## config.mk

```make
export PLATFORM = sky130hd
export DESIGN_NAME = ysyx_23060208_axil_xbar
export DESIGN_NICKNAME = d
export VERILOG_FILES = /design/src/rtl/ysyx_23060208_axil_xbar.sv
export SDC_FILE = /design/constraint.sdc
export NUM_CORES = 1
export LEC_CHECK = 0
export CORE_AREA = 2 2 282 284
export CTS_CLUSTER_DIAMETER = 50
export DETAILED_ROUTE_END_ITERATION = 12
export DIE_AREA = 0 0 284 286
export SLEW_MARGIN = 15
export SYNTH_ARGS = -nofsm -noshare
export SYNTH_HDL_FRONTEND = slang
export SYNTH_SLANG_ARGS = --single-unit
```

## constraint.sdc

```tcl
create_clock -name clk -period 3.75 [get_ports clk]
set_clock_uncertainty 0.1 [all_clocks]
set_input_delay 0.375 -clock clk [delete_from_list [all_inputs] [get_ports clk]]
set_output_delay 0.375 -clock clk [all_outputs]
set_load 0.01 [all_outputs]
```

## src/rtl/ysyx_23060208_axil_xbar.sv

```systemverilog
// ysyx_23060208_axil_xbar: NM-master / NS-slave AXI4-Lite crossbar with independent round-robin read and write paths.
module ysyx_23060208_axil_xbar #(
  parameter int NM = 2,
  parameter int NS = 3,
  parameter int AW = 32,
  parameter int DW = 32,
  parameter logic [NS*AW-1:0] SLV_BASE = {32'ha000_0048, 32'ha000_03f8, 32'h8000_0000},
  parameter logic [NS*AW-1:0] SLV_MASK = {32'hffff_fff8, 32'hffff_fff8, 32'hf800_0000}
) (
  input  logic                 clk,
  input  logic                 rst,
  input  logic [NM*AW-1:0]     m_awaddr,
  input  logic [NM-1:0]        m_awvalid,
  output logic [NM-1:0]        m_awready,
  input  logic [NM*DW-1:0]     m_wdata,
  input  logic [NM*DW/8-1:0]   m_wstrb,
  input  logic [NM-1:0]        m_wvalid,
  output logic [NM-1:0]        m_wready,
  output logic [NM*2-1:0]      m_bresp,
  output logic [NM-1:0]        m_bvalid,
  input  logic [NM-1:0]        m_bready,
  input  logic [NM*AW-1:0]     m_araddr,
  input  logic [NM-1:0]        m_arvalid,
  output logic [NM-1:0]        m_arready,
  output logic [NM*DW-1:0]     m_rdata,
  output logic [NM*2-1:0]      m_rresp,
  output logic [NM-1:0]        m_rvalid,
  input  logic [NM-1:0]        m_rready,
  output logic [NS*AW-1:0]     s_awaddr,
  output logic [NS-1:0]        s_awvalid,
  input  logic [NS-1:0]        s_awready,
  output logic [NS*DW-1:0]     s_wdata,
  output logic [NS*DW/8-1:0]   s_wstrb,
  output logic [NS-1:0]        s_wvalid,
  input  logic [NS-1:0]        s_wready,
  input  logic [NS*2-1:0]      s_bresp,
  input  logic [NS-1:0]        s_bvalid,
  output logic [NS-1:0]        s_bready,
  output logic [NS*AW-1:0]     s_araddr,
  output logic [NS-1:0]        s_arvalid,
  input  logic [NS-1:0]        s_arready,
  input  logic [NS*DW-1:0]     s_rdata,
  input  logic [NS*2-1:0]      s_rresp,
  input  logic [NS-1:0]        s_rvalid,
  output logic [NS-1:0]        s_rready
);
  localparam int MW = NM > 1 ? $clog2(NM) : 1;
  localparam int SW = NS > 1 ? $clog2(NS) : 1;
  localparam int SB = DW / 8;
  typedef enum logic [1:0] {R_IDLE, R_ADDR, R_DATA, R_ERR} r_state_t;
  typedef enum logic [1:0] {W_IDLE, W_ADDR, W_RESP, W_ERR} w_state_t;
  // First requester at or after ptr, wrapping; the smallest offset wins.
  function automatic logic [MW-1:0] rr_pick(input logic [NM-1:0] req, input logic [MW-1:0] ptr);
    int idx;
    rr_pick = ptr;
    for (int k = NM - 1; k >= 0; k--) begin
      idx = (int'(ptr) + k) % NM;
      if (req[idx]) rr_pick = MW'(idx);
    end
  endfunction
  // {hit, slave}; scanning downwards lets the lowest matching index win.
  function automatic logic [SW:0] dec(input logic [AW-1:0] a);
    dec = '0;
    for (int i = NS - 1; i >= 0; i--)
      if ((a & SLV_MASK[i*AW +: AW]) == SLV_BASE[i*AW +: AW]) dec = {1'b1, SW'(i)};
  endfunction
  r_state_t rs;
  logic [MW-1:0] rg, rr_r, r_pick, r_nxt;
  logic [SW-1:0] rsl;
  logic [SW:0] r_dec;
  logic r_ar_done, ar_hs, r_hs;
  assign r_pick = rr_pick(m_arvalid, rr_r);
  assign r_dec = dec(m_araddr[int'(r_pick)*AW +: AW]);
  assign r_nxt = (rg == MW'(NM - 1)) ? '0 : rg + 1'b1;
  assign ar_hs = m_arvalid[rg] & m_arready[rg];
  assign r_hs = m_rvalid[rg] & m_rready[rg];
  always_ff @(posedge clk or negedge rst)
    if (!rst) begin
      rs <= R_IDLE;
      rg <= '0;
      rsl <= '0;
      rr_r <= '0;
      r_ar_done <= 1'b0;
    end else case (rs)
      R_IDLE: if (|m_arvalid) begin
        rg <= r_pick;
        rsl <= r_dec[SW-1:0];
        r_ar_done <= 1'b0;
        rs <= r_dec[SW] ? R_ADDR : R_ERR;
      end
      R_ADDR: if (ar_hs) rs <= R_DATA;
      R_DATA: if (r_hs) begin
        rs <= R_IDLE;
        rr_r <= r_nxt;
      end
      R_ERR: begin
        if (ar_hs) r_ar_done <= 1'b1;
        if (r_hs) begin
          rs <= R_IDLE;
          rr_r <= r_nxt;
        end
      end
    endcase
  always_comb begin
    s_arvalid = '0;
    s_araddr = '0;
    s_rready = '0;
    m_arready = '0;
    m_rvalid = '0;
    m_rdata = '0;
    m_rresp = '0;
    if (rs == R_ADDR) begin
      s_arvalid[rsl] = m_arvalid[rg];
      s_araddr[int'(rsl)*AW +: AW] = m_araddr[int'(rg)*AW +: AW];
      m_arready[rg] = s_arready[rsl];
    end
    if (rs == R_DATA) begin
      s_rready[rsl] = m_rready[rg];
      m_rvalid[rg] = s_rvalid[rsl];
      m_rdata[int'(rg)*DW +: DW] = s_rdata[int'(rsl)*DW +: DW];
      m_rresp[int'(rg)*2 +: 2] = s_rresp[int'(rsl)*2 +: 2];
    end
    if (rs == R_ERR) begin
      m_arready[rg] = ~r_ar_done;
      m_rvalid[rg] = r_ar_done;
      m_rresp[int'(rg)*2 +: 2] = 2'b11;
    end
  end
  w_state_t ws;
  logic [MW-1:0] wg, wrr_r, w_pick, w_nxt;
  logic [SW-1:0] wsl;
  logic [SW:0] w_dec;
  logic aw_done, w_done, aw_hs, w_hs, b_hs;
  assign w_pick = rr_pick(m_awvalid, wrr_r);
  assign w_dec = dec(m_awaddr[int'(w_pick)*AW +: AW]);
  assign w_nxt = (wg == MW'(NM - 1)) ? '0 : wg + 1'b1;
  assign aw_hs = m_awvalid[wg] & m_awready[wg];
  assign w_hs = m_wvalid[wg] & m_wready[wg];
  assign b_hs = m_bvalid[wg] & m_bready[wg];
  // AW and W complete independently; the done flags mask each channel once it has handshaken.
  always_ff @(posedge clk or negedge rst)
    if (!rst) begin
      ws <= W_IDLE;
      wg <= '0;
      wsl <= '0;
      wrr_r <= '0;
      aw_done <= 1'b0;
      w_done <= 1'b0;
    end else case (ws)
      W_IDLE: if (|m_awvalid) begin
        wg <= w_pick;
        wsl <= w_dec[SW-1:0];
        aw_done <= 1'b0;
        w_done <= 1'b0;
        ws <= w_dec[SW] ? W_ADDR : W_ERR;
      end
      W_ADDR: begin
        aw_done <= aw_done | aw_hs;
        w_done <= w_done | w_hs;
        if ((aw_done | aw_hs) && (w_done | w_hs)) ws <= W_RESP;
      end
      W_RESP: if (b_hs) begin
        ws <= W_IDLE;
        wrr_r <= w_nxt;
      end
      W_ERR: begin
        aw_done <= aw_done | aw_hs;
        w_done <= w_done | w_hs;
        if (b_hs) begin
          ws <= W_IDLE;
          wrr_r <= w_nxt;
        end
      end
    endcase
  always_comb begin
    s_awvalid = '0;
    s_awaddr = '0;
    s_wvalid = '0;
    s_wdata = '0;
    s_wstrb = '0;
    s_bready = '0;
    m_awready = '0;
    m_wready = '0;
    m_bvalid = '0;
    m_bresp = '0;
    if (ws == W_ADDR) begin
      s_awvalid[wsl] = m_awvalid[wg] & ~aw_done;
      s_awaddr[int'(wsl)*AW +: AW] = m_awaddr[int'(wg)*AW +: AW];
      m_awready[wg] = s_awready[wsl] & ~aw_done;
      s_wvalid[wsl] = m_wvalid[wg] & ~w_done;
      s_wdata[int'(wsl)*DW +: DW] = m_wdata[int'(wg)*DW +: DW];
      s_wstrb[int'(wsl)*SB +: SB] = m_wstrb[int'(wg)*SB +: SB];
      m_wready[wg] = s_wready[wsl] & ~w_done;
    end
    if (ws == W_RESP) begin
      s_bready[wsl] = m_bready[wg];
      m_bvalid[wg] = s_bvalid[wsl];
      m_bresp[int'(wg)*2 +: 2] = s_bresp[int'(wsl)*2 +: 2];
    end
    if (ws == W_ERR) begin
      m_awready[wg] = ~aw_done;
      m_wready[wg] = ~w_done;
      m_bvalid[wg] = aw_done & w_done;
      m_bresp[int'(wg)*2 +: 2] = 2'b11;
    end
  end
endmodule
```

After elaboration in Yosys (flattened, before gate mapping)
Index checks and enable logic that the tools add are counted.
Storage, ports and cells
  RAM bits: 0
  bits in latches: 0
  logic and storage cells: 239
  output and inout bits: 397
  input port bits: 335
  ROM bits: 0
  register bits: 15
  memories kept: 0
Cells by class
  reductions and logical operators: 22
  bitwise operators: 34
  divide/modulo/power cells: 0
  multiplexer cells: 107
  order comparisons: 12
  eq/ne operators: 19
  shift operators: 24
  add/sub/neg operators: 10
  $mul: 0
Operators with widths (count)
  $shiftx 64x7->32: 5
  $and 96x96->96: 3
  $mux 96: 3
  $shiftx 32x33->96: 3
  $shift 32x33->96 const A: 2
  $eq 29x29->1 const B: 4
  $shiftx 96x8->32: 1
  $neg 2->33: 2
  $neg 7->33: 2
  $shift 2x33->4 const A: 2
  $shiftx 2x33->4: 2
  $shiftx 2x33->4 const A: 2
  $and 64x64->64: 1
  $mux 64: 1
  $shift 32x33->64 const A: 1
  $shiftx 32x33->64: 1
  $mux 1: 48
  $mux 2: 18
  $mux 3: 11
  $neg 4->33: 1
  $neg 6->33: 1
  $shift 4x33->12 const A: 1
  $shiftx 4x33->12: 1
  $mux 4: 4
  other kinds (34): 108

Longest topological paths before layout
Gate-level depths: netlist of run 1.
  depth in word-level cells: 15
  mapped depth: 10
  gate-level depth less buffers: 6

Least setup slack after synthesis of run 1
Ideal clock, no wire load.
  path kind: reg2out
  start point: register rsl[1]
  end point: output port s_araddr[10]
  cell stages (with the launch flop): 9
  slack: 0.576 ns
  path buffers: 4
  required time: 3.275 ns
  arrival: 2.699 ns
  cell sequence: dfrtp_1 buf_1 clkbuf_1 inv_1 ha_1 or4_1 clkbuf_1 clkbuf_1 nor2_1
On the way
  cells in the longest elaborated chain, start to end: 4
RTL lines
  start: declaration: line 69  | logic [SW-1:0] rsl;
  start signal: assignment: line 87  | rsl <= r_dec[SW-1:0];
  $neg 7->33 (*): line 114  | s_araddr[int'(rsl)*AW +: AW] = m_araddr[int'(rg)*AW +: AW];
  $shiftx 32x33->96 or $shift 32x33->96 (tied branches): line 114
  $and 96x96->96 (no line) (*)
  $mux 96 (*): line 112  | if (rs == R_ADDR) begin
  end: declaration: line 39  | output logic [NS*AW-1:0] s_araddr,
Mark *: on every way between the ends. The rest lies on a longest branch, timed or not.

Final worst setup path of run 1
  start point: register wsl[1]
  end point: output port s_awaddr[92]
On the way
  cells in the longest elaborated chain, start to end: 4
RTL lines
  start: declaration: line 131  | logic [SW-1:0] wsl;
  start signal: assignment: line 152  | wsl <= w_dec[SW-1:0];
  $neg 7->33 (*): line 188  | s_awaddr[int'(wsl)*AW +: AW] = m_awaddr[int'(wg)*AW +: AW];
  $shiftx 32x33->96 or $shift 32x33->96 (tied branches): line 188
  $and 96x96->96 (no line) (*)
  $mux 96 (*): line 186  | if (ws == W_ADDR) begin
  end: declaration: line 29  | output logic [NS*AW-1:0] s_awaddr,
Marked as above.

==> results.json, run 1 <==
{
  "critPathArrivalTime_ps": 3060,
  "fin_util_pct": 17.85,
  "number_of_enable_type_register_cells_in_the_synthesized_netlist": 0,
  "firstDrtPassIters": 5,
  "syn-mean-instance-area_um2": 5.916,
  "hold_path_class": "register to register",
  "worst_hold_slack_ps": 481.1,
  "critPathMaxFanout": 42,
  "timing.final.max_slew_violations": 0,
  "synth_nets": 1240,
  "normalized_max_slew_margin_pct": 32.88,
  "worst-slew-pin-transition_ps": 997.6,
  "worst_setup_hold_path_clk_slew_ps": 60,
  "final_layout_size_suffix_gt1_share_pct": 3.413,
  "timing.critical_path.required_ps": 3270,
  "detail_route.drc_violations": 0,
  "maximum_number_of_pins_on_one_net_before_global_route_repair": 69,
  "final_min_period_over_clock_period_pct": 94.30,
  "number_of_buffers_inserted_by_post_cts_setup_repair": 0,
  "worstReg2RegEnd": "rs[1]$_DFFE_PN0P_",
  "gr-usage-all-layers_pct": 11.32,
  "final_number_of_hold_violating_endpoints": 0,
  "critical_path.endpoint_type": "output port",
  "source_of_the_critical_timing_path": "wsl[1]$_DFFE_PN0P_",
  "synthesized_area_mm2": 0.005283,
  "fp.coreArea_mm2": 0.07836,
  "clock_latency_ps": 250,
  "setup.reg_to_reg.worst_slack_ps": 1300,
  "crit_path_start_kind": "register",
  "die_h_um": 286,
  "routabilityCongestion": 0.8774,
  "row_count": 103,
  "slowest_stage_delay_on_critical_path_ps": 560,
  "synth_ff_type": "dfrtp_1",
  "ys_seq_area_share_pct": 7.106,
  "cp.depth": 7,
  "preCtsSetupSlack_ps": 481.1,
  "max-clock-path-buffers": 2,
  "cts-resized-gates": 0,
  "timing.critical_path.slowest_stage_cell": "clkdlybuf4s50_1",
  "port_buffers": 731,
  "ys_async_sr_fraction_pct": 100.0,
  "run_status": "complete, no violations",
  "routed-via-count": 9199,
  "cts-htree-levels": 1,
  "grt_setup_unrepaired": "false",
  "overflow": 0,
  "power_density_mw_per_mm2": 323.6,
  "nets": 1930,
  "yosysUniqueCellTypes": 55,
  "fin_crit_ps": 3536,
  "setup_total_negative_slack_ps": 0,
  "dp_hpwl_mm": 43.72,
  "timing.rr.start": "rsl[1]$_DFFE_PN0P_",
  "crit_path_cell_trace": "inv_1, ha_1, nor2b_1, nand3_4, buf_12, nor2_1, clkdlybuf4s50_1",
  "multi_input_area_mm2": 0.004617,
  "dieArea_mm2": 0.08122,
  "drtAntennaViolNets": 0,
  "route.detailed.wl_per_inst_um": 18.90,
  "cp.buffers_inverters": 3,
  "worstSetupEndpoint": "s_awaddr[92]",
  "tritoncts_num_sinks": 15,
  "floorplan.die.width_um": 284,
  "viasPerCell": 3.492,
  "drt_wl_total_mm": 49.78,
  "synth_warn": 0,
  "setup_viol_count_final": 0,
  "crit_family": "buffers and inverters",
  "largest_voltage_drop_on_the_vdd_net_mv": 0.2380,
  "total_leakage_power_nw": 4.998,
  "post_synth_inst_count": 893,
  "grt_antenna_before_repair": 14,
  "grt_first_pass_wirelength_mm": 66.61,
  "initialDrtViolationCount": 485,
  "cts-buffers-inserted": 3,
  "top_level_ports": 732,
  "areaGrowthSynthToFinish_pct": 164.8,
  "ctsHoldBuffers": 0,
  "cts_tree": "built",
  "grt_pass1_vias": 8831,
  "ys_ff_latch": 15,
  "cts-root-buf": "clkbuf_16",
  "achievable-frequency_mhz": 282.8,
  "path_class": "register to output port",
  "reg2reg_depth": 7,
  "timing.max_cap.violations": 0,
  "starting_density_pct": 6.742,
  "post-route-worst-setup-slack_ps": 213.6,
  "regArea_um2": 381.6,
  "fill_cells": 8950
}
==> cell type report <==
cell class | count | area share, %
Antenna cell | 2 | 0.03578
Clock buffer | 4 | 0.5635
Inverter | 8 | 0.2147
Multi-Input combinational cell | 797 | 33.01
Sequential cell | 15 | 2.728
Tap cell | 1050 | 9.392
Timing Repair Buffer | 758 | 54.06
==> worst min path at each step <==
stage          slack [ps]               from  cells past startpoint                   to
2_1_floorplan         -20                rst                      0  aw_done$_DFFE_PN0P_
3_3_place_gp          460  wrr_r$_DFFE_PN0P_                      2    wrr_r$_DFFE_PN0P_
3_5_place_dp          460  wrr_r$_DFFE_PN0P_                      2    wrr_r$_DFFE_PN0P_
4_1_cts               470  wrr_r$_DFFE_PN0P_                      2    wrr_r$_DFFE_PN0P_
5_1_grt               520  wrr_r$_DFFE_PN0P_                      2    wrr_r$_DFFE_PN0P_
6_report              480  wrr_r$_DFFE_PN0P_                      2    wrr_r$_DFFE_PN0P_
==> logic make-up after synthesis <==
family                   count (synthesis)  share of synthesized area (%)
AO/OA/AOI/OAI                           79                          9.427
adder cells (fa/ha/maj)                 13                          3.103
buffers and inverters                   81                          5.779
flip-flops                              15                          7.106
multiplexers                           153                          29.23
AND/OR/NAND/NOR                        552                          45.36
==> cell usage after synthesis, drive strengths merged (2+ instances only) <==
| cell type | instances | area [um2] |
|---|---|---|
| a21oi | 39 | 195.2 |
| a221o | 2 | 20.02 |
| a221oi | 4 | 35.03 |
| a22oi | 2 | 15.01 |
| a31oi | 2 | 12.51 |
| and2 | 15 | 93.84 |
| and3 | 5 | 31.28 |
| buf | 14 | 53.80 |
| clkbuf | 59 | 221.5 |
| dfrtp | 15 | 375.4 |
| ha | 12 | 150.1 |
| inv | 8 | 30.03 |
| mux2 | 10 | 112.6 |
| mux2i | 143 | 1431 |
| nand2 | 24 | 106.4 |
| nand2b | 7 | 43.79 |
| nand3 | 10 | 50.05 |
| nand4 | 3 | 18.77 |
| nor2 | 427 | 1603 |
| nor2b | 5 | 31.28 |
| nor3 | 5 | 25.02 |
| nor3b | 6 | 45.04 |
| nor4 | 14 | 87.58 |
| nor4b | 10 | 87.58 |
| o211ai | 2 | 15.01 |
| o21ai | 10 | 50.04 |
| o221ai | 2 | 17.52 |
| o31ai | 4 | 30.03 |
| or2 | 4 | 25.02 |
| or4 | 9 | 67.56 |
| or4b | 3 | 33.78 |
==> sequential cells by signal (all words and copies together), names as in the netlist <==
register and count:
w_done 1, wsl 2, rsl 2, rg 1, wg 1, aw_done 1
rs 2, wrr_r 1, rr_r 1, r_ar_done 1, ws 2
==> power breakdown <==
group          switching, W  internal [W]  total (W)
Combinational       0.00211       0.00183    0.00394
Sequential         0.000146      0.000221   0.000367
Clock             0.0000774      0.000145   0.000222
==> worst min-delay path, delay by kind of cell, from the launching register on <==
kind           cells  cell delay [ps]
AO/OA/AOI/OAI      2              150
flip-flops         1              380
==> routing by layer <==
layer	share of wire (%)	track usage [%]
met2	42	16.83
met3	9.1	3.644
met5	0.15	0
met1	47	16.15
met4	1.1	1.500
==> cells in the final DEF, fill, tap and decap left out, types with 2 or more instances in the layout <==
cell type          n
nand2_1           23
mux2_1             2
nor3_1             5
o211ai_1           2
a21oi_1           39
nor3b_1            6
or4_1              9
or2_2              4
o21ai_0            7
buf_4             26
dfrtp_2            2
nand4_1            3
ha_1              12
mux2i_1          143
nor4b_1           10
buf_12             4
and3_1             5
nor2b_1            4
mux2_2             8
nor2_1           427
nand2b_1           7
diode_2            2
clkbuf_16          3
o221ai_1           2
a31oi_1            2
or4b_1             2
o21ai_1            3
o31ai_1            4
nor4_1            14
a22oi_1            2
nand3_1            9
a221oi_1           4
clkdlybuf4s50_1  728
a221o_1            2
and2_1            15
dfrtp_1           12
inv_1              7
==> through the flow <==
step                      cells  area (um2)  power, W
after floorplan             893        5283  0.002128
after global placement     2628       13900  0.004347
after detailed placement   2628       13900  0.004323
after CTS                  2632       13980  0.004574
after global routing       2632       13980  0.004818
final                      2634       13990  0.004527
No activity file was read; power rests on OpenSTA's default activity.
==> run 2: changes to the inputs <==
- PLACE_DENSITY: default -> 0.31
==> run 2 against run 1 <==
- clock power barely moved
- highest routed layer unchanged
- first-iteration DRC count down 25%
- sequential share of layout area barely moved
- sequential power up 15%
==> results.json, run 2 (synthesis gave the netlist of run 1 again) <==
{
  "firstDrtPassIters": 5,
  "maximum_number_of_pins_on_one_net_before_global_route_repair": 69,
  "finalPower_w": 0.004570,
  "fin_crit_ps": 3608,
  "final_number_of_hold_violating_endpoints": 0,
  "setup.reg_to_reg.worst_slack_ps": 1450,
  "timing.final.max_slew_violations": 0,
  "detail_route.drc_violations": 0,
  "critPathArrivalTime_ps": 3130,
  "critPathMaxFanout": 47,
  "drt_wl_total_mm": 54.35,
  "worstReg2RegEnd": "ws[1]$_DFFE_PN0P_",
  "dp_hpwl_mm": 46.96,
  "tritoncts_num_sinks": 15,
  "timing.critical_path.required_ps": 3270,
  "critical_path.endpoint_type": "output port",
  "comb_power_share_pct": 86.0,
  "setup_viol_count_final": 0,
  "clkPwrFrac_pct": 4.8,
  "row_count": 103,
  "reg2reg_depth": 4,
  "timing.hold.worst_endpoint": "rr_r$_DFFE_PN0P_",
  "clock_latency_ps": 250,
  "p_sw_share_pct": 51.85,
  "final_layout_size_suffix_gt1_share_pct": 3.407,
  "fp.coreArea_mm2": 0.07836,
  "normalized_max_slew_margin_pct": 42.98,
  "detailed_place.area_mm2": 0.01389,
  "overflow": 0,
  "ctsHoldBuffers": 0,
  "beginning_of_the_worst_hold_path": "rg$_DFFE_PN0P_",
  "largest_voltage_drop_on_the_vdd_net_mv": 0.2006,
  "hold_path_class": "register to register",
  "grt_first_pass_wirelength_mm": 73.17,
  "share_seq_of_total_power_pct": 9.2,
  "routed-via-count": 9083,
  "cts_tree": "built",
  "cts-htree-levels": 1,
  "route.detailed.wl_per_inst_um": 20.52,
  "setup_total_negative_slack_ps": 0,
  "worst-slew-pin-transition_ps": 855.4,
  "path_class": "register to output port",
  "final_min_period_over_clock_period_pct": 96.22,
  "starting_density_pct": 6.742,
  "timing.max_cap.violations": 0,
  "total_leakage_power_nw": 5.028,
  "power.internal_w": 0.002200,
  "achievable-frequency_mhz": 277.1,
  "routabilityCongestion": 0.8183,
  "crit_path_start_kind": "register",
  "cts-root-buf": "clkbuf_16",
  "viasPerCell": 3.430,
  "areaGrowthSynthToFinish_pct": 165.2,
  "nets": 1933,
  "gr-usage-all-layers_pct": 12.41,
  "port_buffers": 731,
  "worstHoldPathCells": 1,
  "grt_setup_unrepaired": "true",
  "floorplan.die.width_um": 284,
  "grt_antenna_before_repair": 16,
  "final_cell_mix": "729 x clkdlybuf4s50_1, 427 x nor2_1, 143 x mux2i_1, 39 x a21oi_1, 29 x buf_4",
  "source_of_the_critical_timing_path": "wsl[1]$_DFFE_PN0P_",
  "timing.rr.start": "wg$_DFFE_PN0P_",
  "place.detailed.instances": 2631,
  "layout.cells.non_filler": 2648,
  "cts-buffers-inserted": 3,
  "run_status": "complete, no violations",
  "die_h_um": 286,
  "top_level_ports": 732,
  "power.net_switching_w": 0.002370,
  "initialDrtViolationCount": 364,
  "dieArea_mm2": 0.08122,
  "final_common_cell": "clkdlybuf4s50_1",
  "drtAntennaViolNets": 0,
  "grt_pass1_vias": 9085,
  "max-clock-path-buffers": 2,
  "worst_setup_hold_path_clk_slew_ps": 50,
  "power_density_mw_per_mm2": 326.2,
  "worst_hold_slack_ps": 440.3,
  "finish.instance_area_mm2": 0.01401
}
run 2: area by class of cell:
class / instances / area, um2
fillers: 8992 / 64340
repair buffers: 761 / 7560
multi-input cells: 797 / 4614
well taps: 1050 / 1314
flip-flops and latches: 15 / 381.6
clock buffers: 4 / 78.83
diodes: 13 / 32.53
inverters: 8 / 30.03
run 2: worst max path at each step:
stage | depth (start not counted) | slack [ps] | to
after floorplan | 8 | 580 | s_araddr[10]
after global placement | 8 | 440 | s_wdata[33]
after detailed placement | 7 | 430 | s_awaddr[94]
after CTS | 7 | 130 | s_awaddr[94]
after global routing | 7 | -90 | s_awaddr[94]
final | 7 | 140 | s_awaddr[94]
run 2: layer usage:
metal / track usage, % / vias up / share of wire (%)
met3: 2.935 / 29 / 6.0
met4: 1.789 / 6 / 1.0
li1: - / 4416 / -
met5: 0 / - / 0.081
met2: 21.44 / 350 / 49
met1: 15.93 / 4282 / 44
run 2: worst max-delay path, stage by stage, from the launching register on:
cell             delay (ps)
dfrtp_1                 460
inv_1                   190
ha_1                    320
nor2b_1                 210
nand3_2                 420
buf_12                  350
nor2_1                  160
clkdlybuf4s50_1         710
run 2: what timing repair did:
| item | CTS | global route |
|---|---|---|
| gates resized for setup | 0 | 2 |
| endpoints found under the setup margin | 0 | 3 |
| endpoints found under the hold margin | 0 | 0 |
| setup buffers | 0 | 0 |
run 2: per-stage QoR:
step	util, %	worst slack (ps)
after floorplan	-	576.1
after global routing	17.87	-90.08
after CTS	17.83	128.5
after global placement	17.73	437.0
after detailed placement	17.73	428.9
final	17.88	141.7
run 2: power groups by stage:
stage                     clock, W  combinational (W)  sequential, W
after CTS                 0.000228            0.00401       0.000429
after global routing      0.000233            0.00422       0.000440
after floorplan                  0            0.00188       0.000252
after detailed placement         0            0.00399       0.000431
after global placement           0            0.00402       0.000432
final                     0.000219            0.00393       0.000422
==> run 3: changes to the inputs <==
- PLACE_DENSITY: 0.31 -> default
- PLACE_DENSITY_LB_ADDON: default -> 0.3
==> run 3 against run 2 <==
- global-route usage down 0.76 points
- clock-buffer cell count unchanged
- final area about the same
- utilization about the same
- die area unchanged
- setup slack better by 140 ps
- sequential power up 0.9%
- via count up 0.58%
- highest routed layer unchanged
==> results.json, run 3 (synthesis gave the netlist of run 1 again) <==
{
  "run_status": "complete, no violations",
  "cp.buffers_inverters": 3,
  "p_sw_share_pct": 51.58,
  "share_seq_of_total_power_pct": 9.3,
  "detail_route.drc_violations": 0,
  "comb_power_share_pct": 85.5,
  "cts_tree": "built",
  "path_class": "register to output port",
  "slowest_stage_delay_on_critical_path_ps": 560,
  "layout.cells.non_filler": 2636,
  "grt_setup_unrepaired": "false",
  "maximum_number_of_pins_on_one_net_before_global_route_repair": 69,
  "achievable-frequency_mhz": 288.2,
  "final_common_cell": "clkdlybuf4s50_1",
  "detailed_place.area_mm2": 0.01392,
  "regArea_um2": 381.6,
  "starting_density_pct": 6.742,
  "fin_crit_ps": 3470,
  "nets": 1934,
  "fp.coreArea_mm2": 0.07836,
  "cts-resized-gates": 0,
  "tritoncts_num_sinks": 15,
  "port_buffers": 731,
  "hold_path_class": "register to register",
  "drtAntennaViolNets": 0,
  "timing.final.max_slew_violations": 0,
  "routed-via-count": 9136,
  "multi_input_area_mm2": 0.004609,
  "power.internal_w": 0.002209,
  "final_cell_mix": "730 x clkdlybuf4s50_1, 427 x nor2_1, 143 x mux2i_1, 39 x a21oi_1, 29 x buf_4",
  "final_min_period_over_clock_period_pct": 92.53,
  "crit_path_start_kind": "register",
  "critPathArrivalTime_ps": 3000,
  "finish.instance_area_mm2": 0.01400,
  "max-clock-path-buffers": 2,
  "clkPwrFrac_pct": 5.1,
  "total_leakage_power_nw": 5.005,
  "ant_diodes": 0,
  "top_level_ports": 732,
  "drt_wl_total_mm": 51.14,
  "viasPerCell": 3.466,
  "setup_total_negative_slack_ps": 0,
  "route.detailed.wl_per_inst_um": 19.40,
  "power_density_mw_per_mm2": 325.9,
  "setup_viol_count_final": 0,
  "post-route-worst-setup-slack_ps": 280.0,
  "largest_voltage_drop_on_the_vdd_net_mv": 0.1761,
  "firstDrtPassIters": 5,
  "worst_setup_hold_path_clk_slew_ps": 60,
  "ctsHoldBuffers": 0,
  "areaGrowthSynthToFinish_pct": 165.0,
  "worst-slew-pin-transition_ps": 1019,
  "grt_antenna_before_repair": 11,
  "final_number_of_hold_violating_endpoints": 0,
  "place.detailed.instances": 2632,
  "timing.critical_path.required_ps": 3270,
  "routabilityCongestion": 0.9200,
  "dp_hpwl_mm": 44.76,
  "worst_hold_slack_ps": 477.6,
  "overflow": 0,
  "normalized_max_slew_margin_pct": 31.86,
  "cts-root-buf": "clkbuf_16",
  "initialDrtViolationCount": 466,
  "crit_family": "buffers and inverters",
  "clock_latency_ps": 260,
  "die_h_um": 286,
  "grt_first_pass_wirelength_mm": 69.22,
  "dieArea_mm2": 0.08122,
  "timing.critical_path.slowest_stage_cell": "clkdlybuf4s50_1",
  "preCtsSetupSlack_ps": 540.3,
  "fill_cells": 8974,
  "final_layout_size_suffix_gt1_share_pct": 3.531,
  "power.net_switching_w": 0.002353,
  "row_count": 103,
  "critical_path.endpoint_type": "output port",
  "grt_pass1_vias": 9115,
  "crit_path_cell_trace": "inv_1, ha_1, nor2b_1, nand3_1, or2_2, buf_4, nor2_1, clkdlybuf4s50_1",
  "timing.max_cap.violations": 0,
  "cts-htree-levels": 1,
  "gr-usage-all-layers_pct": 11.64,
  "number_of_buffers_inserted_by_post_cts_setup_repair": 0,
  "cts-buffers-inserted": 3,
  "floorplan.die.width_um": 284,
  "critPathMaxFanout": 68
}
[run 3: cell count changes in the layout (fill, tap and decap cells not counted)]
cell	delta
nor2b_4	-1
buf_12	+2
diode_2	-13
clkdlybuf4s50_1	+1
dlymetal6s2s_1	-2
nor2b_2	+1
[run 3: power by group through the flow]
stage	logic (W)	clock network [W]	registers [W]
after floorplan	0.00188	0	0.000252
after global placement	0.00395	0	0.000435
after detailed placement	0.00393	0	0.000439
after CTS	0.00395	0.000243	0.000438
after global routing	0.00416	0.000247	0.000457
final	0.00390	0.000235	0.000426
[run 3: cell type report]
class,count,share of cell area [%]
Tap cell,1050,9.385
Multi-Input combinational cell,797,32.93
Clock buffer,4,0.5631
Inverter,8,0.2145
Timing Repair Buffer,762,54.18
Sequential cell,15,2.726
[run 3: final timing paths]
| kind | to | startpoint | depth (start not counted) | slack (ps) |
|---|---|---|---|---|
| min in group asynchronous | rr_r$_DFFE_PN0P_ | rst | 1 | 580 |
| hold reg to reg | wrr_r$_DFFE_PN0P_ | wrr_r$_DFFE_PN0P_ | 2 | 480 |
| setup / recovery | s_awaddr[56] | wsl[1]$_DFFE_PN0P_ | 8 | 280 |
| max in group asynchronous | wg$_DFFE_PN0P_ | rst | 1 | 2240 |
| setup reg to reg | rr_r$_DFFE_PN0P_ | rsl[1]$_DFFE_PN0P_ | 6 | 1410 |
| hold / removal | wrr_r$_DFFE_PN0P_ | wrr_r$_DFFE_PN0P_ | 2 | 480 |
[run 3: stage by stage]
step / util, % / total power, W
global placement: 17.76 / 0.004388
global route: 17.87 / 0.004861
floorplan: - / 0.002128
detailed placement: 17.76 / 0.004372
finish: 17.87 / 0.004562
CTS: 17.87 / 0.004631
[run 3: routing by layer]
metal,global-route usage [%],up-vias,routed length [um]
li1,-,4391,-
met4,1.118,6,356
met2,19.31,357,24180
met1,16.20,4356,24040
met3,2.081,26,2525
met5,0,-,41
[run 3: worst reg2reg max path: cells and delay by family (launching register included)]
kind / cells / cell delay, ps
AO/OA/AOI/OAI: 3 / 520
buffers and inverters: 1 / 380
flip-flops: 1 / 520
multiplexers: 2 / 750
